==> src/rtl/motor_pwm_pkg.sv <==
// Shared definitions for the multi-channel H-bridge PWM bank.
package motor_pwm_pkg;

  typedef enum logic [1:0] {
    MODE_COAST = 2'b00,
    MODE_FWD   = 2'b01,
    MODE_REV   = 2'b10,
    MODE_BRAKE = 2'b11
  } mode_e;

  // Last counter value of a PWM period; the period is 2^w-1 cycles long.
  function automatic int unsigned pwm_max(input int unsigned w);
    return (32'd1 << w) - 32'd2;
  endfunction

endpackage

==> src/rtl/motor_pwm_channel.sv <==
// One H-bridge channel: pending/active config, RUN/DEAD FSM, registered drive.
module motor_pwm_channel
  import motor_pwm_pkg::*;
#(
  parameter int unsigned PWM_W  = 8,
  parameter int unsigned DEAD_W = 4
) (
  input  logic              clk,
  input  logic              rst_n,
  input  logic              en,
  input  logic              wrap,
  input  logic [PWM_W-1:0]  cnt,
  input  logic [DEAD_W-1:0] dead_time,
  input  logic              wr,
  input  logic [PWM_W-1:0]  wr_duty,
  input  logic [1:0]        wr_mode,
  output logic              pending_full,
  output logic              motor_pos,
  output logic              motor_neg
);

  typedef enum logic {ST_RUN, ST_DEAD} state_e;

  state_e            state;
  logic [DEAD_W-1:0] dcnt;
  logic [PWM_W-1:0]  pend_duty;
  logic [PWM_W-1:0]  act_duty;
  mode_e             pend_mode;
  mode_e             act_mode;
  logic              load_now;
  logic              load;
  logic [PWM_W-1:0]  new_duty;
  mode_e             new_mode;
  logic              pwm;

  assign load_now = !en || wrap;
  assign pwm      = (cnt < act_duty);

  // Select what (if anything) moves into the active registers this cycle;
  // an empty slot lets a write landing on a load cycle bypass straight in.
  always_comb begin
    load     = 1'b0;
    new_duty = pend_duty;
    new_mode = pend_mode;
    if (load_now) begin
      if (pending_full) begin
        load = 1'b1;
      end else if (wr) begin
        load     = 1'b1;
        new_duty = wr_duty;
        new_mode = mode_e'(wr_mode);
      end
    end
  end

  // Depth-1 pending slot; drained on every load cycle.
  always_ff @(posedge clk or negedge rst_n) begin
    if (!rst_n) begin
      pending_full <= 1'b0;
      pend_duty    <= '0;
      pend_mode    <= MODE_COAST;
    end else if (load_now) begin
      pending_full <= 1'b0;
    end else if (wr) begin
      pending_full <= 1'b1;
      pend_duty    <= wr_duty;
      pend_mode    <= mode_e'(wr_mode);
    end
  end

  // Active config, RUN/DEAD sequencing and registered bridge outputs.
  always_ff @(posedge clk or negedge rst_n) begin
    if (!rst_n) begin
      act_duty  <= '0;
      act_mode  <= MODE_COAST;
      state     <= ST_RUN;
      dcnt      <= '0;
      motor_pos <= 1'b0;
      motor_neg <= 1'b0;
    end else begin
      if (load) begin
        act_duty <= new_duty;
        act_mode <= new_mode;
      end

      // Dead intervals only matter while driving; disabling drops back to RUN.
      if (!en) begin
        state <= ST_RUN;
        dcnt  <= '0;
      end else if (load && (new_mode != act_mode) && (dead_time != '0)) begin
        state <= ST_DEAD;
        dcnt  <= dead_time;
      end else if (state == ST_DEAD) begin
        if (dcnt == DEAD_W'(1)) begin
          state <= ST_RUN;
        end else begin
          dcnt <= dcnt - DEAD_W'(1);
        end
      end

      if (!en || (state == ST_DEAD)) begin
        motor_pos <= 1'b0;
        motor_neg <= 1'b0;
      end else begin
        case (act_mode)
          MODE_FWD: begin
            motor_pos <= pwm;
            motor_neg <= 1'b0;
          end
          MODE_REV: begin
            motor_pos <= 1'b0;
            motor_neg <= pwm;
          end
          MODE_BRAKE: begin
            motor_pos <= 1'b1;
            motor_neg <= 1'b1;
          end
          default: begin
            motor_pos <= 1'b0;
            motor_neg <= 1'b0;
          end
        endcase
      end
    end
  end

endmodule

==> src/rtl/motor_pwm_bank.sv <==
// Multi-channel H-bridge PWM driver: shared period counter, cfg port, channels.
module motor_pwm_bank
  import motor_pwm_pkg::*;
#(
  parameter int unsigned NUM_CH = 2,
  parameter int unsigned PWM_W  = 8,
  parameter int unsigned DEAD_W = 4,
  localparam int unsigned CH_W  = (NUM_CH > 1) ? $clog2(NUM_CH) : 1
) (
  input  logic              clk,
  input  logic              rst_n,
  input  logic              en,
  input  logic [DEAD_W-1:0] dead_time,
  input  logic              cfg_valid,
  input  logic [CH_W-1:0]   cfg_ch,
  input  logic [PWM_W-1:0]  cfg_duty,
  input  logic [1:0]        cfg_mode,
  output logic              cfg_ready,
  output logic              period_start,
  output logic [NUM_CH-1:0] motor_pos,
  output logic [NUM_CH-1:0] motor_neg
);

  localparam logic [PWM_W-1:0] CNT_MAX = PWM_W'(pwm_max(PWM_W));

  logic [PWM_W-1:0]     cnt;
  logic                 wrap;
  logic [NUM_CH-1:0]    pending_full;
  logic [2**CH_W-1:0]   ready_vec;

  assign wrap = en && (cnt == CNT_MAX);

  // Ready mux; unpopulated channel codes never accept a write.
  always_comb begin
    ready_vec               = '0;
    ready_vec[NUM_CH-1:0]   = ~pending_full;
    cfg_ready               = ready_vec[cfg_ch];
  end

  // Shared period counter, parked at zero while disabled.
  always_ff @(posedge clk or negedge rst_n) begin
    if (!rst_n) begin
      cnt <= '0;
    end else if (!en || wrap) begin
      cnt <= '0;
    end else begin
      cnt <= cnt + PWM_W'(1);
    end
  end

  // Period marker, registered so it lines up with the first output cycle.
  always_ff @(posedge clk or negedge rst_n) begin
    if (!rst_n) begin
      period_start <= 1'b0;
    end else begin
      period_start <= en && (cnt == '0);
    end
  end

  for (genvar i = 0; i < NUM_CH; i++) begin : g_ch
    logic wr;
    assign wr = cfg_valid && cfg_ready && (cfg_ch == CH_W'(i));

    motor_pwm_channel #(
      .PWM_W  (PWM_W),
      .DEAD_W (DEAD_W)
    ) u_ch (
      .clk          (clk),
      .rst_n        (rst_n),
      .en           (en),
      .wrap         (wrap),
      .cnt          (cnt),
      .dead_time    (dead_time),
      .wr           (wr),
      .wr_duty      (cfg_duty),
      .wr_mode      (cfg_mode),
      .pending_full (pending_full[i]),
      .motor_pos    (motor_pos[i]),
      .motor_neg    (motor_neg[i])
    );
  end

endmodule

==> config.mk <==
export PLATFORM = sky130hd
export DESIGN_NAME = motor_pwm_bank
export DESIGN_NICKNAME = d
export VERILOG_FILES = /design/src/rtl/motor_pwm_pkg.sv /design/src/rtl/motor_pwm_channel.sv /design/src/rtl/motor_pwm_bank.sv
export SDC_FILE = /design/constraint.sdc
export NUM_CORES = 1
export LEC_CHECK = 0
export CAP_MARGIN = 20
export CORE_UTILIZATION = 45
export DETAILED_ROUTE_END_ITERATION = 8
export GPL_ROUTABILITY_DRIVEN = 0
export SLEW_MARGIN = 20
export SYNTH_ARGS = -nofsm -noshare
export SYNTH_HDL_FRONTEND = slang
export SYNTH_SLANG_ARGS = --single-unit
==> constraint.sdc <==
create_clock -name clk -period 6.5 [get_ports clk]
set_input_delay 1.3 -clock clk [delete_from_list [all_inputs] [get_ports clk]]
set_output_delay 1.3 -clock clk [all_outputs]
set_load 0.01 [all_outputs]
==> flow_metrics.tcl <==
set metrics [dict create \
    cts_tree "done" \
    dr.first_iter.drc_count 144 \
    cp_max_fo 27 \
    worst_pin_slew_ps 867 \
    cts.sinks 65 \
    antenna_found_initial 0 \
    cp_slowest_cell "clkdlybuf4s50_1" \
    nets 386 \
    cp_num_buf_inv 3 \
    synthTopCellsByArea "dfrtp_1, ha_1, a22oi_1, mux2_2, mux2i_1" \
    path_delay_family "buffers and inverters" \
    wire_per_inst_um 16.5 \
    synth_top_area_cell "dfrtp_1" \
    reg2reg_to "g_ch[0].u_ch.dcnt[1]" \
    htreeDepth 3 \
    hold_depth 2 \
    ys_types 33 \
    cts.repair.resized 0 \
    fin_util_pct 54.1 \
    cts_made_buffers 9 \
    worstSetupPathType "input pin to register" \
    vias 2483 \
    row_count 31 \
    die_area_mm2 0.00805 \
    post-route-min-period_ps 4020 \
    ff2ff_setup_slack_ps 3580 \
    p_leak_nw 1.80 \
    hp-class "register to register" \
    postCtsSetupRepairBufs 0 \
    dpl.hpwl_mm 5.20 \
    max_clock_freq_mhz 249 \
    rsz0062_at_grt "no" \
    crit_chain "clkdlybuf4s50_1 -> inv_1 -> a41oi_4 -> buf_4 -> nor2_1 -> mux2i_1 -> xnor2_1 -> o21ai_2 -> mux2i_1" \
    fin_cells 450 \
    routed_wl_mm 7.43 \
    holdPathEnd "g_ch[0].u_ch.act_duty[1]" \
    reg2reg_depth 8 \
    syn_nets 364 \
    fin_crit_sh_pct 61.9 \
    crit_path_frequent_cell "mux2i_1" \
    grt_pass1_wl_mm 12.8 \
    worst_setup_path_start_kind "input pin" \
    crit_path_end_kind "register" \
    track_usage_pct 20.6 \
    portBuffers 24 \
    crit_arrival_ps 4300 \
    die_y_um 89.7 \
    most-common-layout-cells "dfrtp_1, a22oi_1, inv_1, clkdlybuf4s50_1" \
    worst_clock_skew_ps 8.90 \
    yosysSeqAreaShare_pct 47.0 \
    synthFlopType "dfrtp_1" \
    ys_async_sr_fraction_pct 100 \
    max_stage_delay_ps 740 \
    placed_cells 434 \
    drive_gt1_share_pct 12.5 \
    fin_tns_setup_ps 0 \
    yosysTopAreaCellShare_pct 47.0 \
    status "finished, final reports clean" \
    synth_edf_count 0 \
    grt_pass1_vias 2469 \
    synth_seq_cells 65 \
    pre_cts_ws_ps 2120 \
    dr.pass1.iters 5 \
    setup_viol 0 \
    routed_via_density 5.52 \
    netlist_area_mm2 0.00346 \
    required_ps 6770 \
    finalHoldViolations 0 \
    cap_violations 0 \
    clock_path_buffers 2 \
    syn_inst 324 \
    irDropWorstVdd_v 0.000185 \
    drc_errors 0 \
    finalWorstSetupSlack_ps 2480 \
    areaGrowthSynthToFinish_pct 14.6 \
    final_common_cell "dfrtp_1" \
    cellPowerDensity_mw_per_mm2 294 \
    die_width_um 89.7 \
    ys_warn_count 0 \
    postCtsHoldBufs 0 \
    clk_pin_slew_ps 70 \
    start_util_pct 47.2 \
    clock_latency_ps 350 \
    avgSynthCellArea_um2 10.7 \
    dr_wl_met2_mm 3.29 \
    dr_wl_met3_um 322 \
    maxSlewHeadroom_pct 41.7 \
    finalMaxSlewViolations 0 \
    cts-root-buf "clkbuf_8" \
    maxUsedRoutingLayer "met4" \
    r2r-start "cnt[3]" \
    overflow 0 \
    core-area_mm2 0.00733 \
    grt_max_degree 66 \
    min_from "g_ch[0].u_ch.pend_duty[1]" \
    wl_met1_mm 3.63 \
    drtAntennaViolNets 0 \
    ios 25 \
    diodes 0 \
]
## worst max-delay path by stage
stage	cells after the start	slack, ps	to	startpoint
finish	9	2480	g_ch[0].u_ch.dcnt[1]	en
global route	9	2310	g_ch[0].u_ch.dcnt[0]	en
CTS	9	2490	g_ch[0].u_ch.dcnt[1]	en
detailed placement	9	2120	g_ch[0].u_ch.dcnt[1]	en
global placement	9	2240	g_ch[1].u_ch.dcnt[3]	en
floorplan	8	3380	g_ch[1].u_ch.dcnt[0]	en
## through the flow
step                      power (mW)  area [µm²]  hold WS [ps]
final                           1.17        3970           506
after global routing            1.25        3970           529
after CTS                       1.18        3970           514
after detailed placement       0.821        3760           488
after global placement         0.812        3760           484
after floorplan                0.735        3460           467
## Yosys cell counts (6+ instances only)
master / count
nand2_1: 20
o21ai_0: 20
a21o_1: 6
mux2i_1: 13
nor2_1: 21
ha_1: 21
a22oi_1: 34
xnor2_1: 8
xor2_1: 8
clkbuf_1: 9
mux2_2: 20
nand3_1: 9
a21oi_1: 13
inv_1: 25
dfrtp_1: 65
## cells by family after synthesis
logic type	share of synthesized area (%)
buffers and inverters	4.84
DFF	47.0
AOI/OAI and AO/OA	17.9
muxes	10.3
xor gates and xnor gates	4.05
adders and majority gates	7.59
and+or+nand+nor	8.42
## flip-flops by register name, summed over array words and instances, names as in the netlist, 2 cells and up
register	count
g_ch.u_ch.motor_neg	2
g_ch.u_ch.act_duty	16
g_ch.u_ch.pend_duty	16
g_ch.u_ch.state	2
g_ch.u_ch.act_mode	4
g_ch.u_ch.pending_full	2
cnt	8
g_ch.u_ch.dcnt	8
g_ch.u_ch.pend_mode	4
g_ch.u_ch.motor_pos	2
## final cells by class
class	count	area, µm²
Timing Repair Buffer	26	250
Fill cell	636	3360
Tap cell	99	124
Clock inverter	4	51.3
Clock buffer	12	155
Inverter	25	93.8
Sequential cell	65	1630
Multi-Input combinational cell	219	1670
## routing by layer
metal,global-route usage [%],vias to the layer above
met1,28.5,1211
met5,0,-
met3,4.65,13
met4,10.4,0
met2,30.4,49
li1,-,1210
## power by group
group,switching (mW),internal [mW]
Combinational,0.124,0.133
Clock,0.157,0.198
Sequential,0.0696,0.484
## worst reg2reg max path, cell delays in order (launching register included)
cell and delay [ps]:
dfrtp_1 530, and4_4 310, a41oi_4 110, buf_4 250, nor2_1 680, mux2i_1 300, xnor2_1 100, o21ai_2 330
mux2i_1 240
No activity file was read; power rests on OpenSTA's default activity.
